--- src/rtl/stream_width_upsizer.sv ---
// Valid/ready packer: gathers RATIO narrow beats into one registered wide word.
// RxLast closes a packet early; TxKeep marks the filled lanes from bit 0.
module stream_width_upsizer #(
  parameter int DW    = 8,
  parameter int RATIO = 4
) (
  input  logic                clki,
  input  logic                rst_n,
  input  logic                RxVld,
  input  logic [DW-1:0]       RxData,
  input  logic                RxLast,
  output logic                RxRdy,
  output logic                TxVld,
  output logic [DW*RATIO-1:0] TxData,
  output logic [RATIO-1:0]    TxKeep,
  output logic                TxLast,
  input  logic                TxRdy
);

  localparam int WW = DW * RATIO;
  localparam int IW = $clog2(RATIO);
  localparam logic [IW-1:0] LAST_IDX = IW'(RATIO - 1);

  logic [WW-1:0]    acc_q, acc_d, merged;
  logic [RATIO-1:0] keep_q, keep_d, keep_m;
  logic [IW-1:0]    idx_q, idx_d;
  logic [WW-1:0]    txd_q, txd_d;
  logic [RATIO-1:0] txk_q, txk_d;
  logic             txl_q, txl_d;
  logic             vld_q, vld_d;
  logic             accept, complete;

  assign RxRdy  = ~vld_q | TxRdy;
  assign TxVld  = vld_q;
  assign TxData = txd_q;
  assign TxKeep = txk_q;
  assign TxLast = txl_q;

  always_comb begin
    accept   = RxVld & RxRdy;
    complete = accept & (RxLast | (idx_q == LAST_IDX));
    merged   = acc_q;
    for (int i = 0; i < RATIO; i++) begin
      if (idx_q == IW'(i)) merged[i*DW +: DW] = RxData;
    end
    keep_m = keep_q | (RATIO'(1) << idx_q);
    acc_d  = acc_q;
    keep_d = keep_q;
    idx_d  = idx_q;
    txd_d  = txd_q;
    txk_d  = txk_q;
    txl_d  = txl_q;
    vld_d  = vld_q;
    if (vld_q && TxRdy) vld_d = 1'b0;
    if (complete) begin
      txd_d  = merged;
      txk_d  = keep_m;
      txl_d  = RxLast;
      vld_d  = 1'b1;
      acc_d  = '0;
      keep_d = '0;
      idx_d  = '0;
    end else if (accept) begin
      acc_d  = merged;
      keep_d = keep_m;
      idx_d  = idx_q + 1'b1;
    end
  end

  always_ff @(posedge clki or negedge rst_n) begin
    if (!rst_n) begin
      acc_q  <= '0;
      keep_q <= '0;
      idx_q  <= '0;
      txd_q  <= '0;
      txk_q  <= '0;
      txl_q  <= 1'b0;
      vld_q  <= 1'b0;
    end else begin
      acc_q  <= acc_d;
      keep_q <= keep_d;
      idx_q  <= idx_d;
      txd_q  <= txd_d;
      txk_q  <= txk_d;
      txl_q  <= txl_d;
      vld_q  <= vld_d;
    end
  end

endmodule
--- config.mk ---
export PLATFORM = sky130hd
export DESIGN_NAME = stream_width_upsizer
export DESIGN_NICKNAME = d
export VERILOG_FILES = /design/src/rtl/stream_width_upsizer.sv
export SDC_FILE = /design/constraint.sdc
export NUM_CORES = 1
export LEC_CHECK = 0
export CAP_MARGIN = 30
export CELL_PAD_IN_SITES_DETAIL_PLACEMENT = 0
export CELL_PAD_IN_SITES_GLOBAL_PLACEMENT = 1
export CORE_ASPECT_RATIO = 0.7
export CORE_MARGIN = 3
export CORE_UTILIZATION = 46
export CTS_CLUSTER_DIAMETER = 120
export DETAILED_ROUTE_END_ITERATION = 6
export GPL_TIMING_DRIVEN = 0
export PLACE_DENSITY = 0.85
export REMOVE_ABC_BUFFERS = 1
export SETUP_SLACK_MARGIN = 0.1
export SYNTH_ARGS = -nofsm -noshare
export SYNTH_HDL_FRONTEND = slang
export SYNTH_SLANG_ARGS = --single-unit
--- constraint.sdc ---
create_clock -name clki -period 5.21 [get_ports clki]
set_clock_uncertainty 0.2 [all_clocks]
set_input_delay 1.042 -clock clki [delete_from_list [all_inputs] [get_ports clki]]
set_output_delay 1.042 -clock clki [all_outputs]
set_load 0.005 [all_outputs]
==> flow_summary_export.csv, run 1 <==
group,metric,value,unit
global_route,antenna_found_initial,0,
worst_setup_path,slowest_stage,"clkdlybuf4s50_1",
drt,vias_per_cell,5.82,
global_route,grt_max_degree,51,
global_route,grt_pass1_wl,12500,µm
worst_setup_path,cp_max_fo,35,
sta,maxSlewViolCount,0,
clock_tree,cts_resized,0,
placed_design,portBuffers,51,
synth,yosys.area.top_type_share,0.564,
worst_setup_path,reg2reg_slack,2.22,ns
drt,drtIter0Drc,146,
finish,num-nets-final,329,
clock_tree,cts_hold_buf,0,
synth,synth-main-ff-cell,"dfrtp_1",
worst_setup_path,cpMostUsedCell,"clkdlybuf4s50_1",
placed_design,placed_cells,395,
pwr,ir_drop,0.000204,V
pwr,power_leakage,1.72,nW
die,die_area,8420,µm²
finish,antenna_cells,0,
pwr,p_per_area,427,nW/µm²
synth,synth_top_area_cell,"dfrtp_1",
worst_setup_path,worstPathArrival,2.70,ns
synth,synthesis.area,3370,µm²
drt,drt_first_pass_iters,4,
sta,setup_viol,0,
sta,max_freq,0.254,GHz
worst_setup_path,required,3.97,ns
sta,fin_setup_tns,0,ns
clock_tree,root_buffer,"clkbuf_8",
die,fp.dieW,108,µm
global_route,grt_pass1_vias,2319,
drt,wl_per_cell,18.6,µm
outcome,outcome,"finished, final reports clean",
sta,max_slew_margin,0.348,
sta,worst_pin_slew,0.978,ns
die,ios,52,
sta,setup_ws,1.27,ns
clock_tree,cts_setup_buffers,0,
finish,drive_gt1_frac,0.139,
worst_setup_path,crit_chain,"clkdlybuf4s50_1 -> nand2b_2 -> buf_12 -> clkdlybuf4s50_1",
worst_setup_path,critPathTopFamily,"buffers and inverters",
global_route,track_usage,0.192,
finish,final_common_cell,"dfrtp_1",
clock_tree,path_clk_slew,0.08,ns
synth,ys_types,25,
die,initial_utilization,0.486,
finish,fin_cells,410,
drt,finalWirelength,7650,µm
worst_setup_path,critPathBufInv,3,
clock_tree,cts_inserted_buffers,9,
synth,ys_warn_count,0,
synth,syn_area_per_cell,12.3,µm²
clock_tree,insertion_delay,0.34,ns
die,core,6940,µm²
synth,synthArstFlopShare,1.00,
drt,drc_errors,0,
placed_design,gp_routability_congestion,0.752,
drt,dr_total_vias,2387,
placed_design,dp_hpwl,4540,µm
placed_design,dp_slack,1.28,ns
clock_tree,cts_tree,"done",
hold_path,hold_path_class,"reg2reg",
synth,synthCells,275,
sta,layout_min_cycle_time,3.94,ns
synth,synth_top_cells_by_area,"dfrtp_1 56%, mux2i_1 9.8%, a31oi_1 7.0%",
synth,synth_edf_count,0,
worst_setup_path,cpPeakStageDelay,0.54,ns
flow_run,drv_cap,0,
drt,ant_nets,0,
worst_setup_path,critPathKind,"in2out",
sta,rsz0062_at_grt,"no",
clock_tree,clock_sinks,76,
die,dieHeight,77.7,µm
worst_setup_path,cp-start-kind,"input pin",
sta,fin_crit_sh,0.757,
sta,finalHoldViolCount,0,
clock_tree,cts_max_path_buffers,2,
die,rows,25,
synth,seq_area_frac_synth,0.564,
finish,final_cell_mix,"76 x dfrtp_1, 49 x clkdlybuf4s50_1, 38 x a31oi_1, 33 x mux2i_1, 25 x a22o_1",
synth,ys_ff_latch,76,
worst_setup_path,cp-end-kind,"output pin",
clock_tree,cts_max_level,3,
global_route,grt_overflow,0,
finish,syn_to_final_growth,21.0,%
==> state kept, by name (all words and copies together), names as in the netlist <==
signal  cells
TxData     32
TxKeep      4
TxLast      1
TxVld       1
acc_q      32
idx_q       2
keep_q      4
==> routing by layer <==
layer,up-vias,global-route usage,part of all wire
li1,1104,-,-
met1,1206,0.303,0.51
met2,73,0.261,0.42
met3,4,0.0648,0.069
met4,0,0.0265,0.0033
met5,-,0,0
==> per-stage QoR <==
step / utilization / total power [mW] / hold slack (ns) / instance area, µm²
finish: 0.588 / 1.74 / 0.287 / 4080
global route: 0.588 / 1.85 / 0.298 / 4080
CTS: 0.588 / 1.76 / 0.292 / 4080
detailed placement: 0.561 / 1.32 / 0.270 / 3890
global placement: 0.554 / 1.30 / 0.268 / 3850
floorplan: - / 1.05 / 0.253 / 3220
==> logic make-up after synthesis <==
group,count (synthesis),share of synthesized area
muxes,33,0.0979
AOI/OAI and AO/OA,104,0.226
buffers and inverters,29,0.0475
and+or+nand+nor,29,0.0504
adders and majority gates,4,0.0148
DFF,76,0.564
==> cell usage after synthesis, drive strengths merged (2+ instances only) <==
cell / n
a22o: 25
buf: 20
inv: 2
a31oi: 38
dfrtp: 76
clkbuf: 7
and2: 10
a21oi: 36
ha: 4
nor2: 8
and4: 3
nand3: 2
o211ai: 3
mux2i: 33
==> where the power goes <==
group | switching, mW | internal [mW]
registers | 0.0700 | 0.713
clock network | 0.207 | 0.231
logic | 0.237 | 0.286
total | 0.514 | 1.23
==> final timing paths <==
path                                start          to  cells after the start
worst min-delay path            acc_q[27]   acc_q[27]                      1
worst max register to register   idx_q[1]  TxData[27]                      4
max in group asynchronous           rst_n  TxData[31]                      2
min in group asynchronous           rst_n  TxData[14]                      1
worst min register to register  acc_q[27]   acc_q[27]                      1
worst max-delay path                TxRdy       RxRdy                      4
==> area by class of cell <==
cell class | instances | area [µm²]
inverter | 2 | 7.51
clock inverter | 4 | 50.0
tap | 94 | 118
timing repair buffer | 53 | 551
fill | 610 | 2860
sequential | 76 | 1900
clock buffer | 11 | 141
multi-input combinational | 170 | 1320
Note: power is estimated with default switching activity, not from simulation.
==> run 2: changes to the inputs <==
Settings changed: CORE_UTILIZATION 46 to 43, PLACE_DENSITY 0.85 to 0.8.
Clock period 5.21 ns to 4.1 ns, I/O delays scaled along.
==> run 2 against run 1 <==
Critical endpoint unchanged. Via count fell by 0.50%. Largest cell class unchanged. Sequential share of layout area decreased by 0.56 points. Final area up 1.2%. Register-to-register slack worse by 1.1 ns. Global-route usage decreased by 0.85 points. Largest power group unchanged. Non-clock buffer count stayed put. Wire length down 0.77%. Final cell count is 1.2% higher. Utilization decreased by 3.3 points. Total power grew 33%. Die area increased by 6.5%. Worst setup slack got worse by 0.61 ns.
==> flow_summary_export.csv, run 2 (synthesized netlist as in run 1, its figures left out) <==
group,metric,value,unit
sta,worst_pin_slew,0.935,ns
clock_tree,clock_sinks,76,
finish,drive_gt1_frac,0.142,
worst_setup_path,crit_chain,"clkdlybuf4s50_1 -> nand2b_2 -> buf_12 -> clkdlybuf4s50_1",
worst_setup_path,crit-reg2reg-launch,"idx_q[1]",
finish,multi_input_area,1320,µm²
clock_tree,cts_inserted_buffers,9,
clock_tree,insertion_delay,0.35,ns
die,core,7450,µm²
finish,stdcell_area,4130,µm²
sta,maxSlewViolCount,0,
die,rows,26,
worst_setup_path,cp-start-kind,"input pin",
drt,drt_first_pass_iters,4,
worst_setup_path,timing.rr.end,"TxData[26]",
sta,max_slew_margin,0.377,
clock_tree,cts_hold_buf,0,
pwr,power_leakage,1.74,nW
worst_setup_path,critPathKind,"in2out",
die,die_area,8960,µm²
worst_setup_path,reg2reg_slack,1.13,ns
drt,finalWirelength,7590,µm
worst_setup_path,required,3.08,ns
finish,regArea,1900,µm²
die,ios,52,
placed_design,dpl_cell_area,3900,µm²
global_route,grt_max_degree,64,
drt,vias_per_cell,5.72,
drt,drtIter0Drc,156,
flow_run,drv_cap,0,
global_route,track_usage,0.184,
sta,layout_min_cycle_time,3.44,ns
global_route,antenna_found_initial,0,
drt,drc_errors,0,
drt,ant_nets,0,
placed_design,placed_cells,399,
clock_tree,cts_resized,0,
placed_design,portBuffers,51,
clock_tree,root_buffer,"clkbuf_8",
worst_setup_path,cpMostUsedCell,"clkdlybuf4s50_1",
worst_setup_path,rr_worst_depth,4,
clock_tree,cts_max_path_buffers,2,
clock_tree,cts_setup_buffers,0,
sta,setup_viol,0,
finish,antenna_cells,0,
worst_setup_path,cpPeakStageDelay,0.53,ns
hold_path,hold_path_class,"in2async",
global_route,grt_pass1_vias,2465,
pwr,p_per_area,561,nW/µm²
placed_design,gp_routability_congestion,0.748,
worst_setup_path,worstPathArrival,2.42,ns
clock_tree,cts_max_level,3,
worst_setup_path,slowest_stage,"clkdlybuf4s50_1",
placed_design,dp_hpwl,4560,µm
outcome,outcome,"finished, final reports clean",
worst_setup_path,cp-end-kind,"output pin",
global_route,grt_pass1_wl,12900,µm
drt,wl_per_cell,18.3,µm
sta,max_freq,0.291,GHz
worst_setup_path,cp_max_fo,37,
sta,finalHoldViolCount,0,
clock_tree,path_clk_slew,0.07,ns
drt,dr_total_vias,2375,
worst_setup_path,critPathTopFamily,"buffers and inverters",
global_route,grt_overflow,0,
finish,fillers,675,
sta,rsz0062_at_grt,"no",
die,initial_utilization,0.453,
finish,fin_cells,415,
worst_setup_path,critPathBufInv,3,
die,dieHeight,80.1,µm
pwr,ir_drop,0.000314,V
clock_tree,cts_tree,"done",
finish,syn_to_final_growth,22.5,%
sta,fin_crit_sh,0.839,
finish,final_cell_mix,"76 x dfrtp_1, 49 x clkdlybuf4s50_1, 38 x a31oi_1, 33 x mux2i_1, 25 x a22o_1",
finish,final_common_cell,"dfrtp_1",
die,fp.dieW,112,µm
finish,num-nets-final,329,
run 2: cell count changes in the layout (fill, tap and decap cells not counted), sizes merged:
cell / previous run / this run
clkinvlp: 2 / 1
clkbuf: 11 / 13
clkinv: 1 / 0
bufinv: 1 / 2
run 2: per-layer routing:
metal | GRT usage | share of wire
met1 | 0.270 | 0.51
met2 | 0.260 | 0.41
met3 | 0.0700 | 0.068
met4 | 0.0328 | 0.0074
met5 | 0 | 0
run 2: final cells by class:
type | instances | area share
Clock buffer | 13 | 0.0409
Multi-Input combinational cell | 170 | 0.318
Timing Repair Buffer | 53 | 0.133
Inverter | 2 | 0.00182
Clock inverter | 3 | 0.0163
Sequential cell | 76 | 0.460
Tap cell | 98 | 0.0297
run 2: worst register-to-register path, stage by stage, from the launching register on:
cell and delay, ns:
dfrtp_1 0.38, ha_1 0.58, or2_2 0.82, and3_4 0.70, a21oi_1 0.16
run 2: stage by stage:
step | power [mW] | hold WS, ns | TNS (ns) | setup WS, ns | util
floorplan | 1.33 | 0.253 | 0 | 1.19 | -
global placement | 1.66 | 0.268 | -53.82 | -0.685 | 0.517
detailed placement | 1.68 | 0.272 | 0 | 0.666 | 0.523
CTS | 2.34 | 0.107 | 0 | 0.668 | 0.555
global route | 2.47 | 0.101 | 0 | 0.614 | 0.555
finish | 2.32 | 0.119 | 0 | 0.660 | 0.555
run 2: how the worst max path moves through the flow:
| stage | from | end | slack (ns) | cells past startpoint |
|---|---|---|---|---|
| finish | TxRdy | RxRdy | 0.66 | 4 |
| global route | TxRdy | RxRdy | 0.61 | 4 |
| CTS | TxRdy | RxRdy | 0.67 | 4 |
| detailed placement | TxRdy | RxRdy | 0.67 | 4 |
| global placement | rst_n | TxData[0] | -0.68 | 1 |
| floorplan | TxRdy | TxData[0] | 1.19 | 3 |
run 2: report_power, final:
part	leakage [nW]	switching (mW)	internal (mW)	total (mW)
Combinational	0.671	0.300	0.364	0.664
Sequential	0.958	0.0875	0.906	0.993
Clock	0.116	0.270	0.393	0.663
